===== config.mk =====
export PLATFORM = sky130hd
export DESIGN_NAME = display_num_mux
export DESIGN_NICKNAME = d
export VERILOG_FILES = /design/src/rtl/disp_pkg.sv /design/src/rtl/bin2bcd_seq.sv /design/src/rtl/display_num_mux.sv
export SDC_FILE = /design/constraint.sdc
export NUM_CORES = 1
export LEC_CHECK = 0
export ABC_AREA = 1
export CAP_MARGIN = 30
export CORE_MARGIN = 3
export CORE_UTILIZATION = 64
export CTS_CLUSTER_DIAMETER = 80
export DETAILED_ROUTE_END_ITERATION = 8
export PLACE_DENSITY = 0.85
export SYNTH_ARGS = -nofsm -noshare
export SYNTH_HDL_FRONTEND = slang
export SYNTH_SLANG_ARGS = --single-unit

===== constraint.sdc =====
create_clock -name clk -period 3.1 [get_ports clk]
set_input_delay 0.62 -clock clk [delete_from_list [all_inputs] [get_ports clk]]
set_output_delay 0.62 -clock clk [all_outputs]
set_load 0.005 [all_outputs]

===== src/rtl/disp_pkg.sv =====
// Shared codes, segment decoding and the converter state type for the multiplexed numeric display.
package disp_pkg;

  localparam logic [3:0] DIG_MINUS = 4'd10;
  localparam logic [3:0] DIG_BLANK = 4'd11;

  typedef logic [6:0] seg_t;

  typedef enum logic [1:0] {S_IDLE, S_CONV, S_LOAD} state_t;

  // Active-low segments, bit order {g,f,e,d,c,b,a}
  function automatic seg_t seg_of(input logic [3:0] code);
    case (code)
      4'd0:    seg_of = 7'b1000000;
      4'd1:    seg_of = 7'b1111001;
      4'd2:    seg_of = 7'b0100100;
      4'd3:    seg_of = 7'b0110000;
      4'd4:    seg_of = 7'b0011001;
      4'd5:    seg_of = 7'b0010010;
      4'd6:    seg_of = 7'b0000010;
      4'd7:    seg_of = 7'b1111000;
      4'd8:    seg_of = 7'b0000000;
      4'd9:    seg_of = 7'b0010000;
      4'd10:   seg_of = 7'b0111111;
      default: seg_of = 7'b1111111;
    endcase
  endfunction

  function automatic longint unsigned pow10(input int n);
    longint unsigned p;
    p = 1;
    for (int i = 0; i < n; i++) p = p * 10;
    return p;
  endfunction

endpackage


===== src/rtl/bin2bcd_seq.sv =====
// Iterative double-dabble: one shift-add-3 step per clock, result held in S_LOAD for one cycle.
module bin2bcd_seq
  import disp_pkg::*;
#(
  parameter int W     = 8,
  parameter int N_DIG = 4
) (
  input  logic               clk,
  input  logic               rst_n,
  input  logic               start,
  input  logic [W-1:0]       bin,
  output logic               busy,
  output logic               done,
  output logic [4*N_DIG-1:0] bcd
);

  localparam int CW = $clog2(W + 1);

  state_t             state, state_next;
  logic [W-1:0]       bin_reg;
  logic [4*N_DIG-1:0] bcd_reg;
  logic [4*N_DIG-1:0] bcd_adj;
  logic [CW-1:0]      iter_reg;
  logic               last_iter;

  genvar gi;
  generate
    for (gi = 0; gi < N_DIG; gi++) begin : g_adj
      assign bcd_adj[4*gi +: 4] = (bcd_reg[4*gi +: 4] >= 4'd5) ?
                                  bcd_reg[4*gi +: 4] + 4'd3 : bcd_reg[4*gi +: 4];
    end
  endgenerate

  assign last_iter = (iter_reg == CW'(W - 1));

  always_ff @(posedge clk or negedge rst_n) begin
    if (!rst_n) state <= S_IDLE;
    else        state <= state_next;
  end

  always_comb begin
    state_next = state;
    case (state)
      S_IDLE:  if (start) state_next = S_CONV;
      S_CONV:  if (last_iter) state_next = S_LOAD;
      default: state_next = S_IDLE;
    endcase
  end

  always_comb begin
    busy = (state != S_IDLE);
    done = (state == S_LOAD);
  end

  always_ff @(posedge clk or negedge rst_n) begin
    if (!rst_n) begin
      bin_reg  <= '0;
      bcd_reg  <= '0;
      iter_reg <= '0;
    end else if (state == S_IDLE && start) begin
      bin_reg  <= bin;
      bcd_reg  <= '0;
      iter_reg <= '0;
    end else if (state == S_CONV) begin
      {bcd_reg, bin_reg} <= {bcd_adj[4*N_DIG-2:0], bin_reg, 1'b0};
      iter_reg           <= iter_reg + CW'(1);
    end
  end

  assign bcd = bcd_reg;

endmodule


===== src/rtl/display_num_mux.sv =====
// N-digit multiplexed 7-segment driver: sign/magnitude capture, BCD formatting into
// a display buffer, and a refresh divider that scans one digit per tick.
module display_num_mux
  import disp_pkg::*;
#(
  parameter int W     = 8,
  parameter int N_DIG = 4,
  parameter int DIV   = 50000
) (
  input  logic             clk,
  input  logic             rst_n,
  input  logic             valid,
  input  logic [W-1:0]     value,
  input  logic             signed_mode,
  input  logic             blank_lz,
  output logic             busy,
  output logic             done,
  output logic [6:0]       SSeg,
  output logic [N_DIG-1:0] an
);

  localparam int IW   = $clog2(N_DIG);
  localparam int CNTW = $clog2(DIV);

  generate
    if (pow10(N_DIG - 1) < (64'd1 << W)) begin : g_bad_ndig
      $error("display_num_mux: N_DIG too small for W");
    end
  endgenerate

  logic               accept, neg_in, conv_busy, conv_done;
  logic [W-1:0]       mag_in;
  logic [4*N_DIG-1:0] conv_bcd;
  logic               neg_reg, blank_reg, done_reg;
  logic [3:0]         disp_buf [N_DIG];
  logic [3:0]         fmt [N_DIG];
  logic [IW-1:0]      msd;
  logic               show_minus;
  int                 minus_pos;
  logic [CNTW-1:0]    cnt_reg;
  logic [IW-1:0]      idx_reg;
  logic               tick;
  logic [N_DIG-1:0]   an_reg;
  seg_t               seg_reg;

  assign accept = valid && !conv_busy;
  assign neg_in = signed_mode && value[W-1];
  // -(-2^(W-1)) wraps to 2^(W-1), which is the correct unsigned magnitude
  assign mag_in = neg_in ? (~value + W'(1)) : value;

  bin2bcd_seq #(.W(W), .N_DIG(N_DIG)) u_conv (
    .clk   (clk),
    .rst_n (rst_n),
    .start (accept),
    .bin   (mag_in),
    .busy  (conv_busy),
    .done  (conv_done),
    .bcd   (conv_bcd)
  );

  always_ff @(posedge clk or negedge rst_n) begin
    if (!rst_n) begin
      neg_reg   <= 1'b0;
      blank_reg <= 1'b0;
    end else if (accept) begin
      neg_reg   <= neg_in;
      blank_reg <= blank_lz;
    end
  end

  always_comb begin
    msd = '0;
    for (int i = 0; i < N_DIG; i++)
      if (conv_bcd[4*i +: 4] != 4'd0) msd = IW'(i);
    show_minus = neg_reg && (conv_bcd != '0);
    minus_pos  = blank_reg ? int'(msd) + 1 : N_DIG - 1;
    for (int i = 0; i < N_DIG; i++) begin
      fmt[i] = conv_bcd[4*i +: 4];
      if (blank_reg && i > int'(msd)) fmt[i] = DIG_BLANK;
      if (show_minus && i == minus_pos) fmt[i] = DIG_MINUS;
    end
  end

  always_ff @(posedge clk or negedge rst_n) begin
    if (!rst_n) begin
      done_reg <= 1'b0;
      for (int i = 0; i < N_DIG; i++) disp_buf[i] <= DIG_BLANK;
    end else begin
      done_reg <= conv_done;
      if (conv_done)
        for (int i = 0; i < N_DIG; i++) disp_buf[i] <= fmt[i];
    end
  end

  assign tick = (cnt_reg == CNTW'(DIV - 1));

  // an and SSeg are loaded together on each tick so the pins never show a mixed digit
  always_ff @(posedge clk or negedge rst_n) begin
    if (!rst_n) begin
      cnt_reg <= '0;
      idx_reg <= '0;
      an_reg  <= '1;
      seg_reg <= 7'h7F;
    end else begin
      cnt_reg <= tick ? '0 : cnt_reg + CNTW'(1);
      if (tick) begin
        an_reg  <= ~(N_DIG'(1) << idx_reg);
        seg_reg <= seg_of(disp_buf[idx_reg]);
        idx_reg <= (idx_reg == IW'(N_DIG - 1)) ? '0 : idx_reg + IW'(1);
      end
    end
  end

  assign busy = conv_busy;
  assign done = done_reg;
  assign an   = an_reg;
  assign SSeg = seg_reg;

endmodule


==> metrics.md, run 1 <==
| Metric | Value |
|---|---|
| Endpoint of the worst-slack reg-to-reg timing path | `disp_buf[0]$_DFFE_PN1P_` |
| Number of antenna violations at the first check in global routing | `0` |
| Share of post-route cells with drive strength above 1 | `0.106` |
| Clock latency reported for the late side of the worst-skew pair | `0.35 ns` |
| Total of flip-flops plus latches after synthesis | `78` |
| Largest fanout on the critical path | `6` |
| I/O pin total | `26` |
| Largest net degree at the start of global routing | `79` |
| Post-Synthesis Cells | `547` |
| Crit path capture type | `register` |
| Post-detailed-route count of antenna-violating nets | `0` |
| TritonCTS Buffers | `9` |
| Top post-synthesis cells by count | `127 x sky130_fd_sc_hd__nand2_1, 71 x sky130_fd_sc_hd__inv_1, 63 x sky130_fd_sc_hd__o21ai_0, 55 x sky130_fd_sc_hd__dfrtp_1, 51 x sky130_fd_sc_hd__nor2_1` |
| RR Startpoint | `u_conv.bcd[4]$_DFFE_PN0P_` |
| Relative slew margins | `0.585` |
| Total standard cell area after synthesis | `4330 µm²` |
| Aggregate global routing overflow | `0` |
| Fraction of registers with async set/reset | `1.00` |
| Antenna diode instance count | `0` |
| Std-Cell Core Area | `6460 µm²` |
| 1st-pass router iterations | `4` |
| Mean instance size in the synthesized netlist | `7.92 µm²` |
| Vias in the first global route | `3309` |
| Library cells used by synthesis | `38` |
| Pwr/cell area | `804 nW/µm²` |
| Post-CTS setup buffer count | `0` |
| Hold bufs inserted after CTS | `0` |
| Area share of the leading cell type in the synthesized netlist | `0.318` |
| Number of placed instances with taps included | `638` |
| FP Rows | `29` |
| Yosys warns | `0` |
| Die area | `7790 µm²` |
| Worst Path Arrival | `2.35 ns` |
| Clock-pin slew of the registers on the worst-case setup and hold paths | `0.08 ns` |
| Series of cell instances along the critical path | `inv_1 > ha_1 > nand2_1 > nor2_1 > nor2_1 > nor2_1 > ha_1 > nor2_1 > nand3b_1 > nor2_1 > o21ai_0` |
| Dominant cells by area after synthesis | `sky130_fd_sc_hd__dfrtp_1 32%, sky130_fd_sc_hd__dfstp_2 14%, sky130_fd_sc_hd__nand2_1 11%` |
| Initial standard-cell utilization of the core | `0.670` |
| Register-to-Register Setup Slack | `1.02 ns` |
| Depth of the worst register-to-register path | `11` |
| DPL Wire Length | `6.08 mm` |
| Number of buffers and inverters on the critical path | `1` |
| Delay of the slowest cell on the worst path | `0.44 ns` |
| Fin. max-slew vios | `0` |
| Clock root buffer | `sky130_fd_sc_hd__clkbuf_8` |
| Cell with the most instances on the worst path | `sky130_fd_sc_hd__nor2_1` |
| Unrepaired setup endpoints after global routing | `no` |
| Seq/Total Area, Yosys | `0.457` |
| Required time worst endpoint | `3.37 ns` |
| Number of enable-type register cells in the synthesized netlist | `0` |
| Timing-limited maximum frequency | `0.481 GHz` |
| Biggest area consumer among synthesized cells | `sky130_fd_sc_hd__dfrtp_1` |
| Hold Crit Class | `primary input to asynchronous set/reset pin` |
| Largest voltage drop on the vdd net | `0.000506 V` |
| Post-DR vias/cell | `5.56` |
| Max-capacitance violation count | `0` |
| Wire length of the first global-routing pass | `14.7 mm` |
| Setup-violating endpoint count in the final report | `0` |
| Area growth from synthesis to layout | `12.3%` |
| Tcrit/Tclk final | `0.670` |
| GRT Overall Usage | `0.240` |
| Max clock buf depth | `2` |
| Slew at the pin closest to its max-slew limit | `0.621 ns` |
| Final WL | `8.60 mm` |
| Fin crit period | `2.08 ns` |
| H-tree depth | `3` |
| Wire length per cell | `13.1 µm` |
| Top delay family on crit path | `simple AND/OR/NAND/NOR gates` |
| Cts repair resizes | `0` |
| Run status | `complete, no violations` |
| Most instantiated library cell after synthesis | `sky130_fd_sc_hd__nand2_1` |
| Setup TNS | `0 ns` |
| Iter 0 DRT Violations | `286` |
| Nature of the critical path startpoint | `register` |
| Number of clock sinks | `78` |
| Residual DRC count | `0` |
| TritonCTS clock tree | `yes` |
| Standard cell with the maximum stage delay on the critical path | `sky130_fd_sc_hd__dfrtp_1` |
| Static Leakage | `0.00239 µW` |
| Class of the most critical setup path | `register to register` |
| Horizontal die dimension | `88.3 µm` |
| Vias after detailed routing | `3640` |
| Vertical die dimension | `88.3 µm` |
| Port-buffer cells | `25` |
| Maximum clock skew at final layout | `0.00869 ns` |
| Number of standard cells in the final layout excluding fillers | `655` |
| Global placement routability congestion | `0.852` |
| Nets in the synthesized netlist | `582` |
| Count of final hold-check violations | `0` |
| Nets | `608` |
| Top flip-flop cell by instance count after synthesis | `sky130_fd_sc_hd__dfrtp_1` |
==> power breakdown <==
part	switching [µW]	total, µW	internal [µW]
sequential	226	1600	1370
clock	362	836	474
combinational	952	1480	525
==> through the flow <==
step | hold WS, ns | utilization | setup WS [ns] | power, µW | cell area [µm²]
after global placement | 0.446 | 0.715 | 0.926 | 2950 | 4620
after detailed placement | 0.453 | 0.715 | 0.858 | 3050 | 4620
after CTS | 0.450 | 0.749 | 1.03 | 3900 | 4830
final | 0.137 | 0.753 | 1.02 | 3910 | 4860
after global routing | 0.135 | 0.753 | 0.793 | 4220 | 4860
after floorplan | 0.324 | - | 1.29 | 2670 | 4330
==> cell families (layout without fill, tap and decap cells) <==
kind of cell | count (synthesis) | after routing | synth area share
AND/OR/NAND/NOR | 246 | 246 | 0.246
AO/OA/AOI/OAI | 98 | 98 | 0.124
buffers and inverters | 90 | 121 | 0.0829
flip-flops | 78 | 78 | 0.457
adder cells (fa/ha/maj) | 22 | 22 | 0.0636
XOR/XNOR | 13 | 13 | 0.0263
==> metal layers <==
layer,share of wire,vias to the layer above,wire length (µm),track usage
li1,-,1813,-,-
met1,0.46,1722,3930,0.315
met2,0.49,95,4200,0.399
met3,0.045,10,384,0.0466
met4,0.010,0,87,0.0838
met5,0,-,0,0
==> placed cells by master (no fill, tap or decap), drive strengths merged <==
cell and n:
ha 22, clkinv 3, or2 2, inv 77, o32ai 2, nand4 7
nand2 131, a32o 1, o211ai 2, nor3 8, clkdlybuf4s50 24, dfrtp 55
buf 3, a21oi 16, nand3b 4, a22oi 1, bufinv 2, xor2 13
nand3 39, dfstp 23, nor3b 1, o22ai 3, o21bai 1, o2111ai 1
o21ai 69, clkbuf 12, nor4 1, a31oi 2, nor2 53
==> worst register-to-register path, cell delays in order, from the launching register on <==
cell and delay, ns:
sky130_fd_sc_hd__dfrtp_1 0.44, sky130_fd_sc_hd__inv_1 0.11, sky130_fd_sc_hd__ha_1 0.20, sky130_fd_sc_hd__nand2_1 0.09
sky130_fd_sc_hd__nor2_1 0.10, sky130_fd_sc_hd__nor2_1 0.06, sky130_fd_sc_hd__nor2_1 0.21, sky130_fd_sc_hd__ha_1 0.29
sky130_fd_sc_hd__nor2_1 0.18, sky130_fd_sc_hd__nand3b_1 0.13, sky130_fd_sc_hd__nor2_1 0.07, sky130_fd_sc_hd__o21ai_0 0.15
==> final cells by class <==
| class | instances | area (µm²) |
|---|---|---|
| fillers | 473 | 1600 |
| inverters | 78 | 297 |
| clock buffers | 12 | 145 |
| well taps | 77 | 96.3 |
| multi-input cells | 379 | 1990 |
| flip-flops and latches | 78 | 1980 |
| repair buffers | 27 | 283 |
| clock inverters | 4 | 70.1 |
==> worst max-delay path by stage <==
stage / start / to / slack, ns / cells past startpoint
after floorplan: u_conv.bcd[4]$_DFFE_PN0P_ / disp_buf[10]$_DFFE_PN0P_ / 1.29 / 11
after global placement: valid / u_conv.bin_reg[7]$_DFFE_PN0P_ / 0.93 / 7
after detailed placement: valid / u_conv.bin_reg[7]$_DFFE_PN0P_ / 0.86 / 7
after CTS: u_conv.bcd[4]$_DFFE_PN0P_ / disp_buf[0]$_DFFE_PN1P_ / 1.03 / 11
after global routing: u_conv.bcd[4]$_DFFE_PN0P_ / disp_buf[3]$_DFFE_PN1P_ / 0.79 / 12
final: u_conv.bcd[4]$_DFFE_PN0P_ / disp_buf[0]$_DFFE_PN1P_ / 1.02 / 11
No activity file was read; power rests on OpenSTA's default activity.
==> run 2, diff against run 1 <==
CORE_UTILIZATION = 60   (was 64)
PLACE_DENSITY = 0.8   (was 0.85)
clock period = 2 ns   (was 3.1 ns; I/O delays follow)
==> metrics.md, run 2 (same netlist as run 1, synthesis figures left out) <==
| Metric | Value |
|---|---|
| Class of the most critical setup path | `register to register` |
| Largest voltage drop on the vdd net | `0.000690 V (+36%)` |
| Slew at the pin closest to its max-slew limit | `0.404 ns (-0.217 ns)` |
| Hold path startpoint | `cnt_reg[0]$_DFF_PN0_` |
| Critical path depth | `11 (unchanged)` |
| Residual DRC count | `0 (unchanged)` |
| Count of final hold-check violations | `0 (unchanged)` |
| Share of post-route cells with drive strength above 1 | `0.150 (+0.0443)` |
| Cell with the most instances on the worst path | `sky130_fd_sc_hd__nor2_2` |
| Vertical die dimension | `91.0 µm (+3.1%)` |
| Max-capacitance violation count | `0 (unchanged)` |
| Hold Crit Class | `register to register` |
| Wire length of the first global-routing pass | `15.1 mm (+2.4%)` |
| Tcrit/Tclk final | `0.950 (+0.280)` |
| Startpoint of the most critical setup path | `u_conv.bcd[8]$_DFFE_PN0P_` |
| Number of clock sinks | `78 (unchanged)` |
| TritonCTS Buffers | `9 (unchanged)` |
| Required time worst endpoint | `2.28 ns (-1.09 ns)` |
| Sequential cell area in the final layout | `1980 µm² (+0.13%)` |
| Series of cell instances along the critical path | `inv_2 > ha_2 > nand3_2 > nor2_2 > nor2_2 > ha_1 > nor2_2 > nand3b_1 > nor2_2 > nor2_1 > nor2_1` |
| RR Startpoint | `u_conv.bcd[8]$_DFFE_PN0P_` |
| Largest fanout on the critical path | `5 (-1)` |
| I/O pin total | `26 (unchanged)` |
| Crit path capture type | `register` |
| Number of buffers and inverters on the critical path | `1 (unchanged)` |
| Wire length per cell | `12.6 µm (-4.2%)` |
| Register-to-Register Setup Slack | `0.1 ns (-0.92 ns)` |
| Multi-input gate area | `2030 µm² (+2.0%)` |
| Clock root buffer | `sky130_fd_sc_hd__clkbuf_8` |
| Nature of the critical path startpoint | `register` |
| Filler cells | `540 (+14%)` |
| Worst Path Arrival | `2.18 ns (-0.17 ns)` |
| Fin. max-slew vios | `0 (unchanged)` |
| Area growth from synthesis to layout | `15.5%` |
| H-tree depth | `3 (unchanged)` |
| Timing-limited maximum frequency | `0.526 GHz (+9.3%)` |
| Relative slew margins | `0.730 (+0.145)` |
| Aggregate global routing overflow | `0 (unchanged)` |
| Horizontal die dimension | `91.0 µm (+3.1%)` |
| Clock-pin slew of the registers on the worst-case setup and hold paths | `0.08 ns (about the same)` |
| FP Rows | `30 (+3.4%)` |
| TritonCTS clock tree | `yes` |
| Die area | `8270 µm² (+6.2%)` |
| Clock latency reported for the late side of the worst-skew pair | `0.35 ns (about the same)` |
| Global placement routability congestion | `0.856 (+0.41%)` |
| Worst setup timing slack at the placement stage | `0.00960 ns (-0.848 ns)` |
| Post-layout total power | `6030 µW (+54%)` |
| Maximum clock skew at final layout | `0.0109 ns (+0.00221 ns)` |
| Setup TNS | `0 ns (unchanged)` |
| Nets | `624 (+2.6%)` |
| Max clock buf depth | `2 (unchanged)` |
| Vias in the first global route | `3481 (+5.2%)` |
| Core Util, Final | `0.724 (-0.0289)` |
| Endpoint of the worst-slack reg-to-reg timing path | `disp_buf[1]$_DFFE_PN1P_` |
| Port-buffer cells | `25 (unchanged)` |
| Number of antenna violations at the first check in global routing | `0 (unchanged)` |
| End point of the critical path | `disp_buf[1]$_DFFE_PN1P_` |
| GRT Overall Usage | `0.221 (-0.0194)` |
| Final WL | `8.68 mm (+0.87%)` |
| Minimum hold slack | `0.463 ns (+0.326 ns)` |
| Standard cell with the maximum stage delay on the critical path | `sky130_fd_sc_hd__dfrtp_1` |
| Post-DR vias/cell | `5.28 (-4.9%)` |
| Largest net degree at the start of global routing | `58 (-27%)` |
| Std-Cell Core Area | `6910 µm² (+6.9%)` |
| Antenna diode instance count | `0 (unchanged)` |
| Depth of the worst register-to-register path | `11 (unchanged)` |
| Post-detailed-route count of antenna-violating nets | `0 (unchanged)` |
| DPL Wire Length | `6.28 mm (+3.2%)` |
| Setup-violating endpoint count in the final report | `0 (unchanged)` |
| Delay of the slowest cell on the worst path | `0.43 ns (about the same)` |
| 1st-pass router iterations | `5 (+1)` |
| Top delay family on crit path | `simple AND/OR/NAND/NOR gates` |
| Static Leakage | `0.00244 µW (+2.1%)` |
| Fin crit period | `1.90 ns (-0.178 ns)` |
| Run status | `complete, no violations` |
| Initial standard-cell utilization of the core | `0.627 (-0.0435)` |
| Leading cell type in the layout, fill and taps excluded | `sky130_fd_sc_hd__nand2_1` |
| Iter 0 DRT Violations | `255 (-11%)` |
| Pwr/cell area | `1210 nW/µm² (+50%)` |
| Commonest cells after routing, fill and taps aside | `126 x sky130_fd_sc_hd__nand2_1, 68 x sky130_fd_sc_hd__inv_1, 62 x sky130_fd_sc_hd__o21ai_0` |
| Fin worst setup slack | `0.0993 ns (-0.922 ns)` |
| Vias after detailed routing | `3646 (+0.16%)` |
[run 2: metal layers]
layer  vias to the layer above  GRT usage  share of wire
met5                         -          0              0
met4                         0     0.0930          0.015
met3                        14     0.0323          0.046
met2                        74      0.375           0.49
met1                      1706      0.281           0.45
li1                       1852          -              -
[run 2: worst min-delay path by stage]
stage | slack, ns | cells after the start | to
finish | 0.46 | 1 | cnt_reg[0]$_DFF_PN0_
global route | 0.48 | 1 | cnt_reg[0]$_DFF_PN0_
CTS | 0.46 | 1 | cnt_reg[0]$_DFF_PN0_
detailed placement | 0.31 | 1 | idx_reg[1]$_DFFE_PN0N_
global placement | 0.30 | 1 | idx_reg[0]$_DFFE_PN0N_
floorplan | 0.10 | 0 | blank_reg$_DFFE_PN0P_
[run 2: report_power, final]
part	switching, µW	internal (µW)
Clock	526	520
Sequential	322	2120
Combinational	1570	970
Total	2420	3610
[run 2: what timing repair did]
item,CTS,global route
resized for setup,1,16
setup buffers,0,8
setup endpoints to repair,1,12
pin swaps,0,2
hold buffers,1,0
hold endpoints to repair,10,0
[run 2: per-stage QoR]
step                std cells  area, µm²
floorplan                 547       4330
global placement          665       4720
detailed placement        665       4720
CTS                       682       4900
global route              690       5000
finish                    690       5000
[run 2: area by class of cell]
cell class	instances	area share
Multi-Input combinational cell	379	0.406
Sequential cell	78	0.397
Timing Repair Buffer	43	0.0796
Inverter	78	0.0593
Clock buffer	15	0.0333
Tap cell	96	0.0240
Clock inverter	1	0.00100
